[src/rtl/qed_consistency_checker_pkg.sv]
// Shared QED definitions used by the front end, this checker and the formal top.
// Holds the scan FSM state encoding, the original-to-duplicate register offset
// and the default sizing constants.
package qed_consistency_checker_pkg;

  // Duplicate of architectural register xi lives in x(i+16).
  localparam int DUP_REG_OFFSET = 16;
  localparam int NUM_PAIRS_DEF  = 15;
  localparam int CNT_W_DEF      = 16;

  typedef enum logic [2:0] {
    ST_IDLE,
    ST_RD_ORIG,
    ST_RD_DUP,
    ST_CMP,
    ST_DONE
  } scan_state_e;

endpackage

[src/rtl/qed_consistency_checker_retire_counter.sv]
// qed_retire_counter: saturating counts of retired original and duplicate
// instructions, plus the derived qed_ready and sticky dup_overrun flags.
// Ports:
//   clk, resetn                 clock, synchronous active-low reset
//   retire_valid, retire_is_dup retire strobe and its original/duplicate tag
//   num_orig, num_dup           retire counters, saturating at all-ones
//   qed_ready                   counts equal and nonzero (combinational)
//   dup_overrun                 sticky: a duplicate retired with num_dup >= num_orig
module qed_retire_counter
  import qed_consistency_checker_pkg::*;
#(
  parameter int CNT_W = CNT_W_DEF
) (
  input  logic             clk,
  input  logic             resetn,
  input  logic             retire_valid,
  input  logic             retire_is_dup,
  output logic [CNT_W-1:0] num_orig,
  output logic [CNT_W-1:0] num_dup,
  output logic             qed_ready,
  output logic             dup_overrun
);

  always_ff @(posedge clk) begin
    if (!resetn) begin
      num_orig    <= '0;
      num_dup     <= '0;
      dup_overrun <= 1'b0;
    end else if (retire_valid) begin
      if (!retire_is_dup) begin
        if (num_orig != '1) num_orig <= num_orig + CNT_W'(1);
      end else begin
        if (num_dup != '1) num_dup <= num_dup + CNT_W'(1);
        // Compared against pre-increment values: a duplicate with no
        // outstanding original to shadow.
        if (num_dup >= num_orig) dup_overrun <= 1'b1;
      end
    end
  end

  assign qed_ready = (num_orig == num_dup) && (num_orig != '0);

endmodule

[config.mk]
export PLATFORM = sky130hd
export DESIGN_NAME = qed_retire_counter
export DESIGN_NICKNAME = d
export VERILOG_FILES = /design/src/rtl/qed_consistency_checker_pkg.sv /design/src/rtl/qed_consistency_checker_retire_counter.sv
export SDC_FILE = /design/constraint.sdc
export NUM_CORES = 1
export LEC_CHECK = 0
export ABC_CLOCK_PERIOD_IN_PS = 2400
export BUFFER_PORTS_ARGS = -buffer_cell sky130_fd_sc_hd__buf_2
export CORE_UTILIZATION = 40
export CTS_BUF_LIST = sky130_fd_sc_hd__clkbuf_16
export DETAILED_ROUTE_END_ITERATION = 8
export REMOVE_ABC_BUFFERS = 1
export SKIP_CTS_REPAIR_TIMING = 1
export SYNTH_ARGS = -nofsm -noshare
export SYNTH_HDL_FRONTEND = slang
export SYNTH_SLANG_ARGS = --single-unit
[constraint.sdc]
create_clock -name clk -period 2.4 [get_ports clk]
set_input_delay 0 -clock clk [delete_from_list [all_inputs] [get_ports clk]]
set_output_delay 0 -clock clk [all_outputs]
set_load 0.03 [all_outputs]
Word-level counts from Yosys, hierarchy flattened

Index checks and enable logic that the tools add are counted.
Widths: inputs -> output; s select.

Reductions and logical operators: 5
Bitwise operators: 1
Add/subtract/negate cells: 2
Equal/unequal tests: 3
Magnitude comparators: 1

Operators by type and width:

| kind                  | number |
|---|---|
| $add 16x1->16 const B | 2 |
| $ne 16x16->1 const B  | 2 |
| $eq 16x16->1          | 1 |
| $ge 16x16->1          | 1 |
| $reduce_bool 16->1    | 1 |
| $reduce_and 3->1      | 3 |
| $logic_and 1x1->1     | 1 |
| $not 1->1             | 1 |

Word-level logic and storage cells: 15
Output and inout port bits: 34
Flip-flop bits (word level): 33
Input bits: 4

Logic depth before layout (Yosys ltp)

Gate-level depths: netlist (run 1).

Word-level depth: 2
Gate-level depth with buffers: 7
Mapped depth without buffers: 7

Worst setup path after synthesis (run 1)

Ideal clock, no wire load.

Path kind: reg2out
From: register num_orig[15]
To: output port qed_ready
Cell stages (with the launch flop): 7
Setup slack: 0.550 ns
Buffers on the path: 0
Arrival time: 1.850 ns
Cells stage by stage: dfxtp_1 -> inv_1 -> ha_1 -> nand4_1 -> nor2_1 -> nand2_1 -> a41oi_1

Longest elaborated chain between the ends: 2
Elaborated cells between the ends (all ways): 3
Classes of those cells: 1 x eq/ne; 2 x reduce/logical

RTL lines:

| element                                            | RTL line                                     | text |
|---|---|---|
| start, declared                                    | qed_consistency_checker_retire_counter.sv:18 | `output logic [CNT_W-1:0] num_orig,` |
| start signal, assigned                             | qed_consistency_checker_retire_counter.sv:31 | `if (num_orig != '1) num_orig <= num_orig + CNT_W'(1);` |
| $eq 16x16->1 or $reduce_bool 16->1 (tied branches) | qed_consistency_checker_retire_counter.sv:41 | `assign qed_ready = (num_orig == num_dup) && (num_orig != '0);` |
| $logic_and 1x1->1 *                                | qed_consistency_checker_retire_counter.sv:41 |  |
| end, declared                                      | qed_consistency_checker_retire_counter.sv:20 | `output logic qed_ready,` |

Every way passes the cells marked *; elsewhere a longest branch is shown, timed or not.

Worst setup path after layout (run 1)

Ends and elaborated chain as after synthesis.

==> metrics.txt, run 1 <==
Hold Vio Cnt, Final=0; Skew-Pair Late Insertion Delay=approximately 280 ps; post-synthesis sequential area ratio=between 30% and 40%; Max Cap Viol=0; final net count=304; Tot GR Track Use=19.49%; setup TNS=0 ps; critical hold path startpoint=resetn; Synth Area per Inst=between 8 and 9 sq um; Starting Density=42.55%; total iterations of the first detailed-routing run=4; # fillers=around 500; clk slew on worst S/H paths=50 ps; worst slew pin tran=~470 ps; layout cells sized above 1=19.50%; total gr overflow=0; gpl congestion=0.7648; CTS Buffer Depth=2; status=completed; EDFF count, synth=0; endpoint class of the critical path=primary output; Rel. slew slack=68.50%; # setup viols final=0; largest net degree at the start of global routing=20; Final Skew=around 3.7 ps; crit path launch type=register; Max Clk Rate=about 500 MHz; die height=73.58 um; vias in the first global route=around 1600; Tot Pwr=approximately 0.0013 W; Ports=38; HPWL Detailed=3.686 mm; worst reg2reg path startpoint=num_orig[0]$_SDFFE_PN0P_; crit path from=num_orig[15]$_SDFFE_PN0P_; Synth warnings=0; final std cells w/o fill=approximately 350; CTS buffer count=5; Synth Register Bits=33; CTS tree=built; total wire length=4.801 mm; Die W=roughly 74 um; Num Clock Sinks=33; number of remaining DRC errors=0; placed cells=about 340; CP Class=reg -> out; Post-Synthesis Cells=about 240; peak supply drop=0.2675 mV; total number of vias=1819; Critical Path RT=2400 ps; unrepaired setup endpoints after global routing=false; post-layout util=50.94%; Final Max Slew Viols=0; antenna diode count=0; clock root cell=clkbuf_16; final period utilization=82.79%; Initial DRC Count=93; area of the multi-input gates=approximately 0.0013 sq mm; DR WL/cell=13.76 um; H-tree depth=2; die area=around 0.0054 sq mm; ys flop type=dfxtp_1; core footprint=0.004817 sq mm; FP Rows=25; Hold WC Path Type=in -> reg; fin crit period=1987 ps; number of vias per cell=5.212; share of synthesized registers carrying an async set or reset=0%; initial antenna violation count=0; Worst EP arrival=1990 ps; Unique masters post-synth=just over 40; Post-DRT Antenna Nets=0; mapped cell area=0.002049 sq mm; worst hold slack=between 7 and 8 ps; leakage=between 1 and 1.5 nW; pwr dens=512.6 mW/mm^2; Register Area=between 600 and 700 sq um; critical path peak fanout=6; first-pass GRT wire length=7.921 mm; Syn-to-layout area delta=19.72%; port bufs=37
## worst max-delay path, cell delays in order (launching register included)
cell	delay (ps)
dfxtp_1	430
inv_1	120
ha_1	320
nand4_1	120
nor2_1	170
nand2_1	90
a41oi_1	220
buf_2	240
## flip-flops by register name, summed over array words and instances, names as in the netlist
register,count
num_dup,16
dup_overrun,1
num_orig,16
## power by group
part,leakage (nW),internal [W],switching (W),total [W]
Combinational,0.687,0.0000330,0.0000561,0.0000891
Clock,0.0748,0.000376,0.000229,0.000605
Sequential,0.266,0.000554,0.00000908,0.000563
## cells in the final DEF, fill, tap and decap left out, drive strengths merged, types with 12 or more instances in the layout
| cell | synthesis | layout |
|---|---|---|
| nor2 | 27 | 27 |
| a21oi | 15 | 15 |
| nand3 | 13 | 13 |
| buf | 0 | 38 |
| nand4 | 12 | 12 |
| inv | 20 | 21 |
| ha | 19 | 19 |
| dfxtp | 33 | 33 |
| nand2 | 14 | 14 |
| xnor2 | 13 | 13 |
## per-layer routing
metal / wire length [um] / vias to the layer above / share of wire [%] / track usage, %
li1: - / 947 / - / -
met1: 2382 / 827 / 50 / 26.53
met2: 2160 / 40 / 45 / 30.17
met3: 207 / 5 / 4.3 / 4.664
met4: 50 / 0 / 1.0 / 6.410
met5: 0 / - / 0 / 0
## final timing paths
kind	end	slack, ps	depth (start not counted)
max	qed_ready	410	7
min	num_orig[1]$_SDFFE_PN0P_	8	3
max reg2reg	num_orig[7]$_SDFFE_PN0P_	610	6
min reg2reg	num_orig[5]$_SDFFE_PN0P_	540	2
## kinds of logic (layout without fill, tap and decap cells)
family / Yosys count / in the layout / share of synthesized area, %
compound gates: 41 / 41 / 13.86
xor+xnor: 21 / 21 / 8.975
fa+ha+maj: 19 / 19 / 11.60
flops: 33 / 33 / 32.23
simple gates: 101 / 101 / 28.63
mux: 1 / 1 / 0.4884
buf+inv: 23 / 66 / 4.212
## synth_stat cells (all sizes together) (2+ instances only)
cell type	number	area share, %
o31ai	2	0.73
dfxtp	33	32
o21ai	8	2.5
xnor2	13	5.6
and2	4	1.2
nor2	27	4.9
nand3	13	3.8
o211ai	5	2.1
nand4	12	4.7
o2111ai	2	0.85
or3	5	1.8
and4	6	2.7
nand2	14	2.6
inv	20	3.7
clkbuf	3	0.55
nor3b	3	1.1
a21o	2	0.73
nor4	4	2.0
nor3	5	1.2
a211oi	3	1.1
xor2	8	3.4
ha	19	12
a21oi	15	3.7
and3	5	1.5
## metrics by stage
stage	cell area, sq um	setup slack, ps
final	2454	413.0
after global placement	2315	641.3
after CTS	2454	401.3
after global routing	2454	270.6
after detailed placement	2315	626.1
after floorplan	2038	550.3
## cell type report
cell class                 count  share of cell area, %
multi-input combinational    183                  53.09
sequential                    33                  26.93
timing repair buffer          38                  7.853
clock buffer                   5                  5.099
tap                           67                  3.417
inverter                      20                  3.060
clock inverter                 3                 0.5609
Note: power is estimated with default switching activity, not from simulation.
==> inputs of run 2 (changes only) <==
--- a/config.mk
+++ b/config.mk
@@ -5,7 +5,8 @@
 export SDC_FILE = /design/constraint.sdc
 export NUM_CORES = 1
 export LEC_CHECK = 0
-export ABC_CLOCK_PERIOD_IN_PS = 2400
+export ABC_AREA = 1
+export ABC_CLOCK_PERIOD_IN_PS = 1700
 export BUFFER_PORTS_ARGS = -buffer_cell sky130_fd_sc_hd__buf_2
 export CORE_UTILIZATION = 40
 export CTS_BUF_LIST = sky130_fd_sc_hd__clkbuf_16
==> constraint.sdc (replaced) <==
create_clock -name clk -period 1.7 [get_ports clk]
set_input_delay 0 -clock clk [delete_from_list [all_inputs] [get_ports clk]]
set_output_delay 0 -clock clk [all_outputs]
set_load 0.03 [all_outputs]
==> metrics.txt, run 2 <==
status=completed (unchanged); share of synthesized registers carrying an async set or reset=0% (unchanged); FP Rows=27 (was 25); Starting Density=42.12% (was 42.55%); Final Max Slew Viols=0 (unchanged); number of remaining DRC errors=0 (unchanged); clk slew on worst S/H paths=60 ps (was 50 ps); met1 wire length=3.116 mm (was 2.382 mm); most frequent cells in the layout=nand2_1, buf_2, inv_1 (was buf_2, dfxtp_1, nor2_1); post-synth top area cell=dfxtp_1 (unchanged); Die W=78.85 um (was 73.58 um); Unique masters post-synth=28 (was 41); HPWL Detailed=4.797 mm (was 3.686 mm); Synth Register Bits=33 (unchanged); area share of the leading cell type in the synthesized netlist=27.97% (was 32.23%); # fillers=584 (was 503); port bufs=37 (unchanged); die height=78.85 um (was 73.58 um); mapped cell area=0.002362 sq mm (was 0.002049 sq mm); total wire length=6.411 mm (was 4.801 mm); EDFF count, synth=0 (unchanged); Max Cap Viol=0 (unchanged); gpl congestion=0.8805 (was 0.7648); CP Class=reg -> out (unchanged); Final Skew=6.460 ps (was 3.685 ps); CTS Buffer Depth=2 (unchanged); Tot Pwr=0.001858 W (was 0.001258 W); Max Clk Rate=623.7 MHz; clock root cell=clkbuf_16 (unchanged); slowest stage delay, CP=330 ps (was 430 ps); CP delay by family, top=simple AND/OR/NAND/NOR gates (was flip-flops); setup TNS=0 ps (unchanged); Crit-path slowest cell=dfxtp_2 (was dfxtp_1); commonest non-fill, non-tap cell in the layout=nand2_1 (was buf_2); pre-CTS setup slack=-40.36 ps (was 626.1 ps); final std cells w/o fill=494 (was 349); wire length on met3=248 um (was 207 um); initial antenna violation count=0 (unchanged); Synth warnings=0 (unchanged); Post-DRT Antenna Nets=0 (unchanged); first-pass GRT wire length=10.59 mm (was 7.921 mm); WL met2=2.970 mm (was 2.160 mm); leakage=1.395 nW (was 1.028 nW); endpoint class of the critical path=primary output (unchanged); CTS tree=built (unchanged); crit path launch type=register (unchanged); Hold Vio Cnt, Final=0 (unchanged); core footprint=0.005608 sq mm (was 0.004817 sq mm); die area=0.006217 sq mm (was 0.005414 sq mm); Bufs and invs on worst path=4 (was 2); total number of vias=2477 (was 1819); placed cells=478 (was 341); crit path from=num_orig[0]$_SDFFE_PN0P_ (was num_orig[15]$_SDFFE_PN0P_); Worst EP arrival=1600 ps (was 1990 ps); critical path peak fanout=4 (was 6); layout cells sized above 1=31.52% (was 19.50%); worst slew pin tran=454.0 ps (was 471.9 ps); DR WL/cell=12.98 um (was 13.76 um); total gr overflow=0 (unchanged); number of vias per cell=5.014 (was 5.212); # setup viols final=0 (unchanged); Tot GR Track Use=21.65% (was 19.49%); worst-path cell chain=buf_4 > inv_2 > ha_2 > nand3_1 > nor2_1 > nand3_1 > nand4_1 > inv_2 > buf_6 (was inv_1 > ha_1 > nand4_1 > nor2_1 > nand2_1 > a41oi_1 > buf_2); final net count=444 (was 304); pwr dens=605.7 mW/mm^2 (was 512.6 mW/mm^2); worst reg2reg path startpoint=num_orig[1]$_SDFFE_PN0P_ (was num_orig[0]$_SDFFE_PN0P_); critical hold path startpoint=resetn (unchanged); antenna diode count=0 (unchanged); peak supply drop=0.3349 mV (was 0.2675 mV); ys flop type=dfxtp_1 (unchanged); H-tree depth=2 (unchanged); Num Clock Sinks=33 (unchanged); Post-synth top cells=nand2_1, inv_1, nor2_1 (was dfxtp_1, nor2_1, inv_1); Rel. slew slack=69.50% (was 68.50%); top-count cell post-synth=nand2_1 (was dfxtp_1); Ports=38 (unchanged); final setup margin=96.67 ps (was 413.0 ps); post-synthesis sequential area ratio=27.97% (was 32.23%); Synth Area per Inst=6.673 sq um (was 8.575 sq um); final period utilization=94.31%; largest net degree at the start of global routing=15 (was 20); fin crit period=1603 ps; vias in the first global route=2189 (was 1628); total iterations of the first detailed-routing run=5 (was 4); Skew-Pair Late Insertion Delay=280 ps (about the same); Hold WC Path Type=in -> reg (unchanged); Post-Synthesis Cells=354 (was 239); Critical Path RT=1700 ps (was 2400 ps); Syn-to-layout area delta=29.87% (was 19.72%); Initial DRC Count=123 (was 93); top flop regs=num_dup: 16 flops, num_orig: 16 flops, dup_overrun: 1 flops (unchanged); R2R Setup Slk=120 ps (was 610 ps); CTS buffer count=5 (unchanged); main area contributors after synthesis=dfxtp_1, nand2_1, ha_1 (was dfxtp_1, ha_1, xnor2_1); Top Metal Used=met4 (unchanged)
run 2: final timing paths:
path / cells after the start / endpoint
setup / recovery: 9 / qed_ready
hold reg to reg: 2 / dup_overrun$_SDFFE_PN0P_
hold / removal: 3 / num_orig[11]$_SDFFE_PN0P_
setup reg to reg: 9 / num_orig[2]$_SDFFE_PN0P_
run 2: power by group:
| group | switching [W] | internal [W] |
|---|---|---|
| combinational | 0.000129 | 0.0000705 |
| clock | 0.000341 | 0.000530 |
| sequential | 0.00000855 | 0.000779 |
run 2: metrics by stage:
stage,cell area (sq um),hold WS (ps),utilization (%)
after floorplan,2297,120.5,-
after global placement,2750,380.2,49.04
after detailed placement,2750,383.5,49.04
after CTS,2888,89.34,51.49
after global routing,3068,97.55,54.71
final,3068,90.03,54.71
run 2: cells by family (layout without fill, tap and decap cells):
group | after synthesis | after routing | share of synthesized area [%]
buffers and inverters | 51 | 119 | 9.745
AO/OA/AOI/OAI | 42 | 42 | 10.59
adder cells (fa/ha/maj) | 19 | 19 | 10.06
XOR/XNOR | 13 | 13 | 4.820
AND/OR/NAND/NOR | 196 | 196 | 36.81
flip-flops | 33 | 33 | 27.97
run 2: per-layer routing:
layer | GRT usage, % | vias to the layer above
met5 | 0 | -
met4 | 5.455 | 0
met3 | 2.874 | 6
met2 | 35.22 | 64
met1 | 30.10 | 1127
li1 | - | 1280
run 2: final cells by class:
class / count / area (sq um) / share of cell area (%)
clock buffer: 5 / 125.1 / 4.078
inverter: 44 / 165.2 / 5.383
clock inverter: 3 / 12.51 / 0.4078
multi-input combinational: 270 / 1558 / 50.77
tap: 72 / 90.09 / 2.936
sequential: 33 / 684.4 / 22.31
timing repair buffer: 67 / 432.9 / 14.11
run 2: tightest hold or removal path, delay by kind of cell:
family	cells	cell delay (ps)
buf+inv	1	200
simple gates	2	130
==> inputs of run 3 (changes only) <==
--- a/config.mk
+++ b/config.mk
@@ -7,7 +7,7 @@
 export LEC_CHECK = 0
 export ABC_AREA = 1
 export ABC_CLOCK_PERIOD_IN_PS = 1700
-export BUFFER_PORTS_ARGS = -buffer_cell sky130_fd_sc_hd__buf_2
+export BUFFER_PORTS_ARGS = -buffer_cell sky130_fd_sc_hd__buf_4
 export CORE_UTILIZATION = 40
 export CTS_BUF_LIST = sky130_fd_sc_hd__clkbuf_16
 export DETAILED_ROUTE_END_ITERATION = 8
==> metrics.txt, run 3 (same netlist as run 2, synthesis figures left out) <==
status=completed (unchanged); number of remaining DRC errors=0 (unchanged); largest net degree at the start of global routing=15 (unchanged); clk slew on worst S/H paths=50 ps (was 60 ps); die area=0.006217 sq mm (unchanged); die height=78.85 um (unchanged); Max Clk Rate=623.7 MHz (about the same); Post-DRT Antenna Nets=0 (unchanged); HPWL Detailed=4.851 mm (was 4.797 mm); Hold Vio Cnt, Final=0 (unchanged); peak supply drop=0.3631 mV (was 0.3349 mV); crit path launch type=register (unchanged); final net count=445 (was 444); Worst EP arrival=1600 ps (about the same); pwr dens=582.8 mW/mm^2 (was 605.7 mW/mm^2); Skew-Pair Late Insertion Delay=280 ps (about the same); R2R Setup Slk=120 ps (about the same); R2R depth=9 (unchanged); Die W=78.85 um (unchanged); CTS tree=built (unchanged); total number of cells along the worst setup path=9 (unchanged); worst slew pin tran=480.6 ps (was 454.0 ps); first-pass GRT wire length=10.40 mm (was 10.59 mm); CTS buffer count=5 (unchanged); CP delay by family, top=flip-flops (was simple AND/OR/NAND/NOR gates); initial antenna violation count=0 (unchanged); layout cells sized above 1=32.39% (was 31.52%); total wire length=6.400 mm (was 6.411 mm); Starting Density=42.12% (unchanged); Bufs and invs on worst path=4 (unchanged); leakage=1.415 nW (was 1.395 nW); total number of vias=2458 (was 2477); Crit-path slowest cell=dfxtp_4 (was dfxtp_2); FP Rows=27 (unchanged); setup TNS=0 ps (unchanged); core footprint=0.005608 sq mm (unchanged); total iterations of the first detailed-routing run=4 (was 5); worst setup path endpoint=qed_ready (unchanged); Ports=38 (unchanged); vias in the first global route=2199 (was 2189); Final Max Slew Viols=0 (unchanged); most frequent cells in the layout=nand2_1, buf_4, inv_1 (was nand2_1, buf_2, inv_1); Final Skew=3.939 ps (was 6.460 ps); critical path peak fanout=4 (unchanged); # fillers=581 (was 584); Tot GR Track Use=21.68% (was 21.65%); worst hold slack=37.74 ps (was 90.03 ps); Initial DRC Count=137 (was 123); crit path from=num_orig[14]$_SDFFE_PN0P_ (was num_orig[0]$_SDFFE_PN0P_); fin crit period=1603 ps (about the same); clock root cell=clkbuf_16 (unchanged); H-tree depth=2 (unchanged); port bufs=37 (unchanged); top flop regs=num_dup: 16 flops, num_orig: 16 flops, dup_overrun: 1 flops (unchanged); Num Clock Sinks=33 (unchanged); number of vias per cell=4.966 (was 5.014); commonest non-fill, non-tap cell in the layout=nand2_1 (unchanged); post-layout util=56.69% (was 54.71%); CTS Buffer Depth=2 (unchanged); slowest stage delay, CP=360 ps (was 330 ps); Hold WC Path Type=in -> reg (unchanged); Critical Path RT=1700 ps (about the same); Worst R2R End=num_orig[4]$_SDFFE_PN0P_ (was num_orig[2]$_SDFFE_PN0P_); gpl congestion=0.8672 (was 0.8805); DR WL/cell=12.93 um (was 12.98 um); CP Class=reg -> out (unchanged); worst-path cell chain=inv_1 > ha_1 > nand2_2 > nor2_4 > nand2_2 > inv_2 > nand4_1 > inv_1 > buf_6 (was buf_4 > inv_2 > ha_2 > nand3_1 > nor2_1 > nand3_1 > nand4_1 > inv_2 > buf_6); antenna diode count=0 (unchanged); total gr overflow=0 (unchanged); Max Cap Viol=0 (unchanged); final period utilization=94.32% (was 94.31%); # setup viols final=0 (unchanged); Rel. slew slack=67.72% (was 69.50%); Syn-to-layout area delta=34.59% (was 29.87%); endpoint class of the critical path=primary output (unchanged); worst reg2reg path startpoint=num_orig[1]$_SDFFE_PN0P_ (unchanged)
[run 3: worst min-delay path, cell delays in order]
cell and delay [ps]:
buf_4 170, nand2_1 80, nor2_1 30
[run 3: power breakdown]
group	internal (W)	total [W]	switching, W
clock network	0.000526	0.000860	0.000333
registers	0.000779	0.000786	0.00000761
logic	0.0000789	0.000207	0.000128
total	0.00138	0.00185	0.000469
[run 3: layer usage]
metal  up-vias  GRT usage [%]  wire length (um)  share of wire, %
li1       1283              -                 -                 -
met1      1118          29.53              3182                50
met2        51          34.70              2884                45
met3         6          3.563               241               3.8
met4         0          7.091                91               1.4
met5         -              0                 0                 0
[run 3: through the flow]
stage	setup slack, ps	instances	cell area [sq um]	power, W
2_1_floorplan	-113.4	347	2297	0.0009202
3_3_place_gp	29.68	479	2850	0.0009991
3_5_place_dp	61.15	479	2850	0.001001
4_1_cts	-180.2	487	2987	0.001868
5_1_grt	-2.910	495	3179	0.001934
6_report	96.60	495	3179	0.001853
[run 3: how the worst min path moves through the flow]
| stage | start | end | slack [ps] | depth (start not counted) |
|---|---|---|---|---|
| finish | resetn | num_orig[2]$_SDFFE_PN0P_ | 40 | 3 |
| floorplan | resetn | num_orig[6]$_SDFFE_PN0P_ | 120 | 2 |
| detailed placement | resetn | num_orig[2]$_SDFFE_PN0P_ | 340 | 3 |
| CTS | resetn | num_dup[4]$_SDFFE_PN0P_ | 40 | 3 |
| global placement | resetn | num_orig[4]$_SDFFE_PN0P_ | 330 | 3 |
| global route | resetn | num_orig[11]$_SDFFE_PN0P_ | 50 | 3 |
[run 3: cell type report]
class | instances | area [sq um] | area share [%]
clock inverter | 3 | 11.26 | 0.3542
sequential | 33 | 685.7 | 21.57
inverter | 44 | 167.7 | 5.274
clock buffer | 5 | 125.1 | 3.935
multi-input combinational | 270 | 1573 | 49.47
timing repair buffer | 68 | 526.8 | 16.57
tap | 72 | 90.09 | 2.834
